**src/rtl/sdram_sched_pkg.sv**
```systemverilog
// Shared types for the SDRAM port scheduler: FSM state encoding and encoded-grant width helper.
package sdram_sched_pkg;

    typedef enum logic [1:0] {
        ST_IDLE    = 2'd0,
        ST_OWN     = 2'd1,
        ST_REFRESH = 2'd2
    } sched_state_t;

    function automatic int port_w(input int n);
        return (n <= 1) ? 1 : $clog2(n);
    endfunction

endpackage

```
**src/rtl/sdram_refresh_timer.sv**
```systemverilog
// Free-running refresh interval counter with a pending flag and a late pulse
// when an interval expires while the previous refresh is still outstanding.
module sdram_refresh_timer #(
    parameter int REFRESH_CYCLES = 1560
) (
    input  logic sdram_clk,
    input  logic sdram_rst,
    input  logic refresh_ack_i,
    output logic pending_o,
    output logic late_o
);

    localparam int TW = $clog2(REFRESH_CYCLES);

    logic [TW-1:0] r_cnt;
    logic          r_pending;
    logic          r_late;
    logic          w_expire;

    assign w_expire = (r_cnt == '0);

    // Expiry wins over a same-cycle ack so a fresh interval is never lost.
    always_ff @(posedge sdram_clk) begin
        if (sdram_rst) begin
            r_cnt     <= TW'(REFRESH_CYCLES - 1);
            r_pending <= 1'b0;
            r_late    <= 1'b0;
        end else begin
            r_late <= w_expire && r_pending;
            if (w_expire) begin
                r_cnt     <= TW'(REFRESH_CYCLES - 1);
                r_pending <= 1'b1;
            end else begin
                r_cnt <= r_cnt - TW'(1);
                if (refresh_ack_i)
                    r_pending <= 1'b0;
            end
        end
    end

    assign pending_o = r_pending;
    assign late_o    = r_late;

endmodule

```
**src/rtl/sdram_port_sched.sv**
```systemverilog
// Round-robin owner scheduler for the SDRAM controller with quota and refresh injection.
// Define SDRAM_SCHED_PRIO0_EN to give port 0 fixed priority and quota immunity.
module sdram_port_sched
    import sdram_sched_pkg::*;
#(
    parameter int WB_PORTS       = 3,
    parameter int QUOTA          = 16,
    parameter int REFRESH_CYCLES = 1560,
    localparam int PORT_W        = port_w(WB_PORTS)
) (
    input  logic                sdram_clk,
    input  logic                sdram_rst,
    input  logic [WB_PORTS-1:0] req_i,
    input  logic                ack_i,
    input  logic                sdram_idle_i,
    input  logic                refresh_ack_i,
    output logic [WB_PORTS-1:0] grant_o,
    output logic [PORT_W-1:0]   grant_enc_o,
    output logic                grant_valid_o,
    output logic                refresh_o,
    output logic                refresh_late_o
);

    localparam int CNT_W = (QUOTA < 1) ? 1 : $clog2(QUOTA + 1);

    sched_state_t        r_state, w_state_nxt;
    logic [WB_PORTS-1:0] r_grant, w_grant_nxt;
    logic [PORT_W-1:0]   r_enc, w_enc_nxt;
    logic [PORT_W-1:0]   r_last, w_last_nxt;
    logic [CNT_W-1:0]    r_count, w_count_nxt;
    logic [PORT_W-1:0]   w_pick;
    logic                w_pending;
    logic                w_others_req;
    logic                w_quota_yield;
    logic                w_release;

    sdram_refresh_timer #(
        .REFRESH_CYCLES (REFRESH_CYCLES)
    ) u_refresh_timer (
        .sdram_clk     (sdram_clk),
        .sdram_rst     (sdram_rst),
        .refresh_ack_i (refresh_ack_i),
        .pending_o     (w_pending),
        .late_o        (refresh_late_o)
    );

    // First requester after `last`, wrapping; port 0 bypasses the rotation when prioritised.
    function automatic logic [PORT_W-1:0] rr_pick(input logic [WB_PORTS-1:0] req,
                                                  input logic [PORT_W-1:0]   last);
        logic [WB_PORTS-1:0] req_m;
        logic                found;
        int                  idx;
        rr_pick = '0;
        found   = 1'b0;
        req_m   = req;
`ifdef SDRAM_SCHED_PRIO0_EN
        if (req[0])
            found = 1'b1;
        req_m[0] = 1'b0;
`endif
        for (int i = 1; i <= WB_PORTS; i++) begin
            idx = int'(last) + i;
            if (idx >= WB_PORTS)
                idx = idx - WB_PORTS;
            if (!found && req_m[idx[PORT_W-1:0]]) begin
                rr_pick = PORT_W'(idx);
                found   = 1'b1;
            end
        end
    endfunction

    assign w_pick       = rr_pick(req_i, r_last);
    assign w_others_req = |(req_i & ~r_grant);

`ifdef SDRAM_SCHED_PRIO0_EN
    assign w_quota_yield = (QUOTA != 0) && (r_count >= CNT_W'(QUOTA)) && w_others_req
                           && (r_enc != '0);
`else
    assign w_quota_yield = (QUOTA != 0) && (r_count >= CNT_W'(QUOTA)) && w_others_req;
`endif

    assign w_release = sdram_idle_i && (!req_i[r_enc] || w_pending || w_quota_yield);

    always_comb begin
        w_state_nxt = r_state;
        w_grant_nxt = r_grant;
        w_enc_nxt   = r_enc;
        w_last_nxt  = r_last;
        w_count_nxt = r_count;
        case (r_state)
            ST_IDLE: begin
                if (w_pending && sdram_idle_i) begin
                    w_state_nxt = ST_REFRESH;
                end else if (|req_i) begin
                    w_state_nxt = ST_OWN;
                    w_grant_nxt = WB_PORTS'(1) << w_pick;
                    w_enc_nxt   = w_pick;
                    w_count_nxt = '0;
                end
            end
            ST_OWN: begin
                if (ack_i && (QUOTA != 0) && (r_count < CNT_W'(QUOTA)))
                    w_count_nxt = r_count + CNT_W'(1);
                if (w_release) begin
                    w_state_nxt = ST_IDLE;
                    w_grant_nxt = '0;
`ifdef SDRAM_SCHED_PRIO0_EN
                    if (r_enc != '0)
                        w_last_nxt = r_enc;
`else
                    w_last_nxt = r_enc;
`endif
                end
            end
            ST_REFRESH: begin
                if (refresh_ack_i)
                    w_state_nxt = ST_IDLE;
            end
            default: w_state_nxt = ST_IDLE;
        endcase
    end

    always_ff @(posedge sdram_clk) begin
        if (sdram_rst) begin
            r_state <= ST_IDLE;
            r_grant <= '0;
            r_enc   <= '0;
            r_last  <= PORT_W'(WB_PORTS - 1);
            r_count <= '0;
        end else begin
            r_state <= w_state_nxt;
            r_grant <= w_grant_nxt;
            r_enc   <= w_enc_nxt;
            r_last  <= w_last_nxt;
            r_count <= w_count_nxt;
        end
    end

    assign grant_o       = r_grant;
    assign grant_enc_o   = r_enc;
    assign grant_valid_o = |r_grant;
    assign refresh_o     = (r_state == ST_REFRESH);

endmodule

```
**config.mk**
```make
export PLATFORM = sky130hd
export DESIGN_NAME = sdram_port_sched
export DESIGN_NICKNAME = d
export VERILOG_FILES = /design/src/rtl/sdram_sched_pkg.sv /design/src/rtl/sdram_refresh_timer.sv /design/src/rtl/sdram_port_sched.sv
export SDC_FILE = /design/constraint.sdc
export NUM_CORES = 1
export LEC_CHECK = 0
export BUFFER_PORTS_ARGS = -buffer_cell sky130_fd_sc_hd__buf_2
export CAP_MARGIN = 20
export CORE_ASPECT_RATIO = 1.2
export CORE_MARGIN = 2
export CORE_UTILIZATION = 50
export DETAILED_ROUTE_END_ITERATION = 16
export PLACE_DENSITY = 0.84
export REMOVE_ABC_BUFFERS = 1
export SLEW_MARGIN = 30
export SYNTH_ARGS = -nofsm -noshare
export SYNTH_HDL_FRONTEND = slang
export SYNTH_SLANG_ARGS = --single-unit
```
**constraint.sdc**
```tcl
create_clock -name sdram_clk -period 1.6 [get_ports sdram_clk]
set_clock_uncertainty 0.05 [all_clocks]
set_input_delay 0.24 -clock sdram_clk [delete_from_list [all_inputs] [get_ports sdram_clk]]
set_output_delay 0.24 -clock sdram_clk [all_outputs]
set_load 0.03 [all_outputs]
```
# ---- Word-level counts from Yosys, hierarchy flattened
# Index checks and enable logic that the tools add are counted.
# Widths: inputs -> output; s select.
dict set report op_classes {
  addsub 8
  magnitude_cmp 9
  eq_ne 8
  n_shift 1
  n_mux 31
  bitwise 3
  n_reduce_logical 25
}
# operator count
set op_table {}
lappend op_table {{$mux 2} 10}
lappend op_table {{$mux 5} 3}
lappend op_table {{$lt 2x3->1 const B} 4}
lappend op_table {{$logic_not 11->1} 1}
lappend op_table {{$sub 11x1->11 const B} 1}
lappend op_table {{$ne 2x2->1 const B} 5}
lappend op_table {{$pmux 5 s2} 1}
lappend op_table {{$ge 3x2->1 const B} 3}
lappend op_table {{$mux 3} 3}
lappend op_table {{$reduce_or 3->1} 3}
lappend op_table {{$bmux 1 s2} 4}
lappend op_table {{$mux 1} 8}
lappend op_table {{$reduce_and 4->1} 2}
lappend op_table {{$logic_and 1x1->1} 7}
lappend op_table {{$add 2x2->3 const B} 2}
lappend op_table {{$pmux 2 s3} 1}
lappend op_table {{$pmux 3 s2} 1}
lappend op_table {{$reduce_and 3->1} 2}
lappend op_table {{$sub 2x2->2 const B} 3}
lappend op_table {{$add 5x1->5 const B} 1}
lappend op_table {{$ge 5x5->1 const B} 1}
lappend op_table {{$lt 5x5->1 const B} 1}
lappend op_table {{$reduce_bool 2->1} 2}
lappend op_table {{$add 2x1->3 const B} 1}
lappend op_table {{12 further kinds} 15}
dict set report word_totals {
  reg_bits 27
  in_bits 8
  output_inout_bits 8
}

# ---- Depth between registers and ports, before layout
dict set report depth {
  word_depth 16
  ltp_mapped 6
  mapped_depth_nobuf 6
}

# ---- By module
# A second synthesis with hierarchy kept.
dict set report hier_totals {
  hier_cells 171
  hier_area_um2 1500.2
}
# module n_inst cells_each area_per_inst_um2 seq_area_each_um2
set modules_own_cells {}
lappend modules_own_cells {sdram_port_sched 1 108 920.9 280.3}
lappend modules_own_cells {sdram_refresh_timer 1 63 579.3 260.2}

# ---- Least setup slack after synthesis
# No wires, ideal clock.
dict set report synth_timing {
  path_type {reg-to-reg}
  start {reg u_refresh_timer.r_cnt[0]}
  end {reg u_refresh_timer.r_cnt[3]}
  arrival_ns 1.542
  required_time_ns 1.428
  path_slack_ns -0.115
  stages_incl_launch_ff 7
  path_buffers 0
  period_less_slack_ns 1.715
  cell_sequence {dfxtp_1 inv_1 ha_1 or4b_1 or4_4 nand2b_4 a21oi_1}
}
dict set report synth_between {
  elab_chain_cells 2
}
# item line
set synth_lines {}
lappend synth_lines {{start, declared} sdram_refresh_timer.sv:15} ;# logic [TW-1:0] r_cnt;
lappend synth_lines {{start signal, assigned} sdram_refresh_timer.sv:25} ;# r_cnt <= TW'(REFRESH_CYCLES - 1);
lappend synth_lines {{start signal, assigned} sdram_refresh_timer.sv:31} ;# r_cnt <= TW'(REFRESH_CYCLES - 1);
lappend synth_lines {{start signal, assigned} sdram_refresh_timer.sv:34} ;# r_cnt <= r_cnt - TW'(1);
lappend synth_lines {{parallel branches: the longest is 2 deep, another holds $sub 11x1->11} n/a}
# Parallel ways; which one is timed is not known.
# A chain may end at the register's enable or synchronous reset.

# ---- Final worst setup path
dict set report layout_timing {
  start {reg u_refresh_timer.r_cnt[0]}
  end {reg u_refresh_timer.r_late, in the netlist u_refresh_timer.late_o}
}
dict set report layout_between {
  elab_chain_cells 2
}
# item line
set layout_lines {}
lappend layout_lines {{$logic_not 11->1} sdram_refresh_timer.sv:20} ;# assign w_expire = (r_cnt == '0);
lappend layout_lines {{$logic_and 1x1->1} sdram_refresh_timer.sv:29} ;# r_late <= w_expire && r_pending;
lappend layout_lines {{end signal, assigned} sdram_refresh_timer.sv:29}
lappend layout_lines {{end, declared} sdram_refresh_timer.sv:17} ;# logic r_late;
# No other way between the ends.

==> results_dict.tcl <==
set metrics [dict create \
    status "finished with violations" \
    violations "setup timing" \
    core_area_um2 2730 \
    powerDensity_nw_per_um2 687 \
    die_w_um 52.5 \
    synthesis.area_um2 1410 \
    dieArea_um2 3260 \
    required_ps 1830 \
    area_growth_pct 39.4 \
    detail-route-antenna-nets 0 \
    grt_overflow 0 \
    post-place-cells 223 \
    initial_core_util_pct 51.6 \
    fin_crit_sh_pct 113 \
    diodes 0 \
    fin_setup_tns_ps -1750 \
    r2r_slack_ps -210 \
    drv_cap 0 \
    final_common_cell "buf_4" \
    firstDrtPassIters 4 \
    syn_area_per_cell_um2 9.09 \
    dpl_cell_area_um2 1680 \
    hold_viol 0 \
    synth_edf_count 0 \
    yosys.area.top_type "dfxtp_1" \
    stdcell_area_um2 1960 \
    cts_sinks 27 \
    setup_violations 13 \
    wl_per_cell_um 15.8 \
    num_vias 1325 \
    dp_slack_ps -171 \
    cp-start-kind "flip-flop" \
    hold_ws_ps 115 \
    fin_util_pct 71.9 \
    io_buffers 15 \
    grt_start_max_net_pins 23 \
    ctsHtreeMaxLevel 1 \
    drt_iter0_drc 53 \
    synth_top_area_share_pct 38.4 \
    drc 0 \
    gp_congestion 0.768 \
    wirelength_um 3640 \
    fin_ws_ps -211 \
    cts.clk_slew.worst_paths_ps 150 \
    fin_nets 213 \
    worst_pin_slew_ps 463 \
    final_cell_mix "buf_4, dfxtp_1, buf_2" \
    max-vdd-ir-drop_v 0.000422 \
    cts_buffers 3 \
    grt_first_pass_wirelength_um 5390 \
    io_pins 16 \
    hp-class "in -> reg" \
    antenna_found_initial 0 \
    track_usage_pct 21.8 \
    clockRootBuffer "clkbuf_4" \
    stdcell_count 231 \
    std_cell_rows 21 \
    yosysSeqAreaShare_pct 38.4 \
    cts_hold_buffers 0 \
    syn_inst 155 \
    async_flop_share_pct 0 \
    die_h_um 62.2 \
    power_mw 1.35 \
    rsz0062_at_grt "true" \
    worstPathArrival_ps 2040 \
    synth-main-ff-cell "dfxtp_1" \
    clock_latency_ps 340 \
    endpoint_kind "flip-flop" \
    p_leak_nw 0.748 \
    routed_via_density 5.74 \
    dp_hpwl_um 2330 \
    critical_path_class "reg -> reg" \
    synth_area_leaders "dfxtp_1, ha_1, xnor2_1, nor2_1, nand2_1" \
    drive_above_1_share_pct 45.2 \
    period_needed_ps 1810 \
    slew_viol_final 0 \
    cts_tree "done" \
    yosysWarningCount 0 \
    cts.path.max_buffers 2 \
    ys_types 41 \
    cp_max_fo 3 \
    relSlewSlack_pct 69.1 \
    ys_ff_latch 27 \
    grt_pass1_vias 1230 \
    fmax_ghz 0.552 \
]
-- cell families (layout without fill, tap and decap cells) --
logic type / Yosys count / after routing / share of synthesized area, %
AO/OA/AOI/OAI: 25 / 25 / 14.0
flip-flops: 27 / 27 / 38.4
adder cells (fa/ha/maj): 7 / 7 / 6.22
AND/OR/NAND/NOR: 69 / 69 / 28.3
multiplexers: 5 / 5 / 3.64
buffers and inverters: 12 / 54 / 3.20
XOR/XNOR: 10 / 10 / 6.22
-- power breakdown --
part / switching (mW) / leakage [nW] / internal (mW)
Combinational: 0.177 / 0.509 / 0.135
Clock: 0.215 / 0.0177 / 0.0945
Sequential: 0.0280 / 0.221 / 0.699
-- state kept, by name (all words and copies together) (netlist names) --
name / count
grant_enc_o: 2
grant_o: 3
r_count: 5
r_last: 2
r_state: 2
u_refresh_timer.late_o: 1
u_refresh_timer.pending_o: 1
u_refresh_timer.r_cnt: 11
-- cell type report --
type | instances | area (µm²)
Multi-Input combinational cell | 116 | 1020
Clock inverter | 1 | 5.00
Inverter | 8 | 35.0
Tap cell | 34 | 42.5
Fill cell | 198 | 768
Clock buffer | 3 | 22.5
Sequential cell | 27 | 549
Timing Repair Buffer | 42 | 289
-- path summary, 6_finish.rpt --
kind / from / end / cells past startpoint
setup / recovery: u_refresh_timer.r_cnt[0]$_SDFF_PP1_ / u_refresh_timer.late_o$_SDFF_PP0_ / 5
hold / removal: refresh_ack_i / r_state[1]$_SDFFE_PP0P_ / 3
setup reg to reg: u_refresh_timer.r_cnt[0]$_SDFF_PP1_ / u_refresh_timer.late_o$_SDFF_PP0_ / 5
hold reg to reg: r_last[0]$_SDFFE_PP0P_ / r_last[0]$_SDFFE_PP0P_ / 2
-- cell usage after synthesis (4+ instances only) --
cell type,number
nand3b_1,5
a21oi_1,6
mux2i_1,4
nor2_1,16
nor3_1,8
clkbuf_1,4
ha_1,7
nor4_1,4
inv_1,8
xnor2_1,7
dfxtp_1,27
nand2_1,11
nor2b_1,5
-- metal layers --
layer | track usage, % | routed length [µm]
met2 | 38.6 | 1930
met5 | 0 | 0
met1 | 25.0 | 1500
met3 | 2.88 | 142
met4 | 9.29 | 72
-- what timing repair did --
item | 4_1_cts | 5_1_grt
setup buffers | 0 | 4
pin swaps | 2 | 20
gates resized for setup | 11 | 40
setup endpoints to repair | 16 | 21
-- critical path, cell delays in order, from the launching register on --
cell     delay [ps]
dfxtp_2         360
inv_4            70
ha_4            120
or4b_4          450
or4_4           470
nor3_2          220
Power figures use the tool's default switching activity.
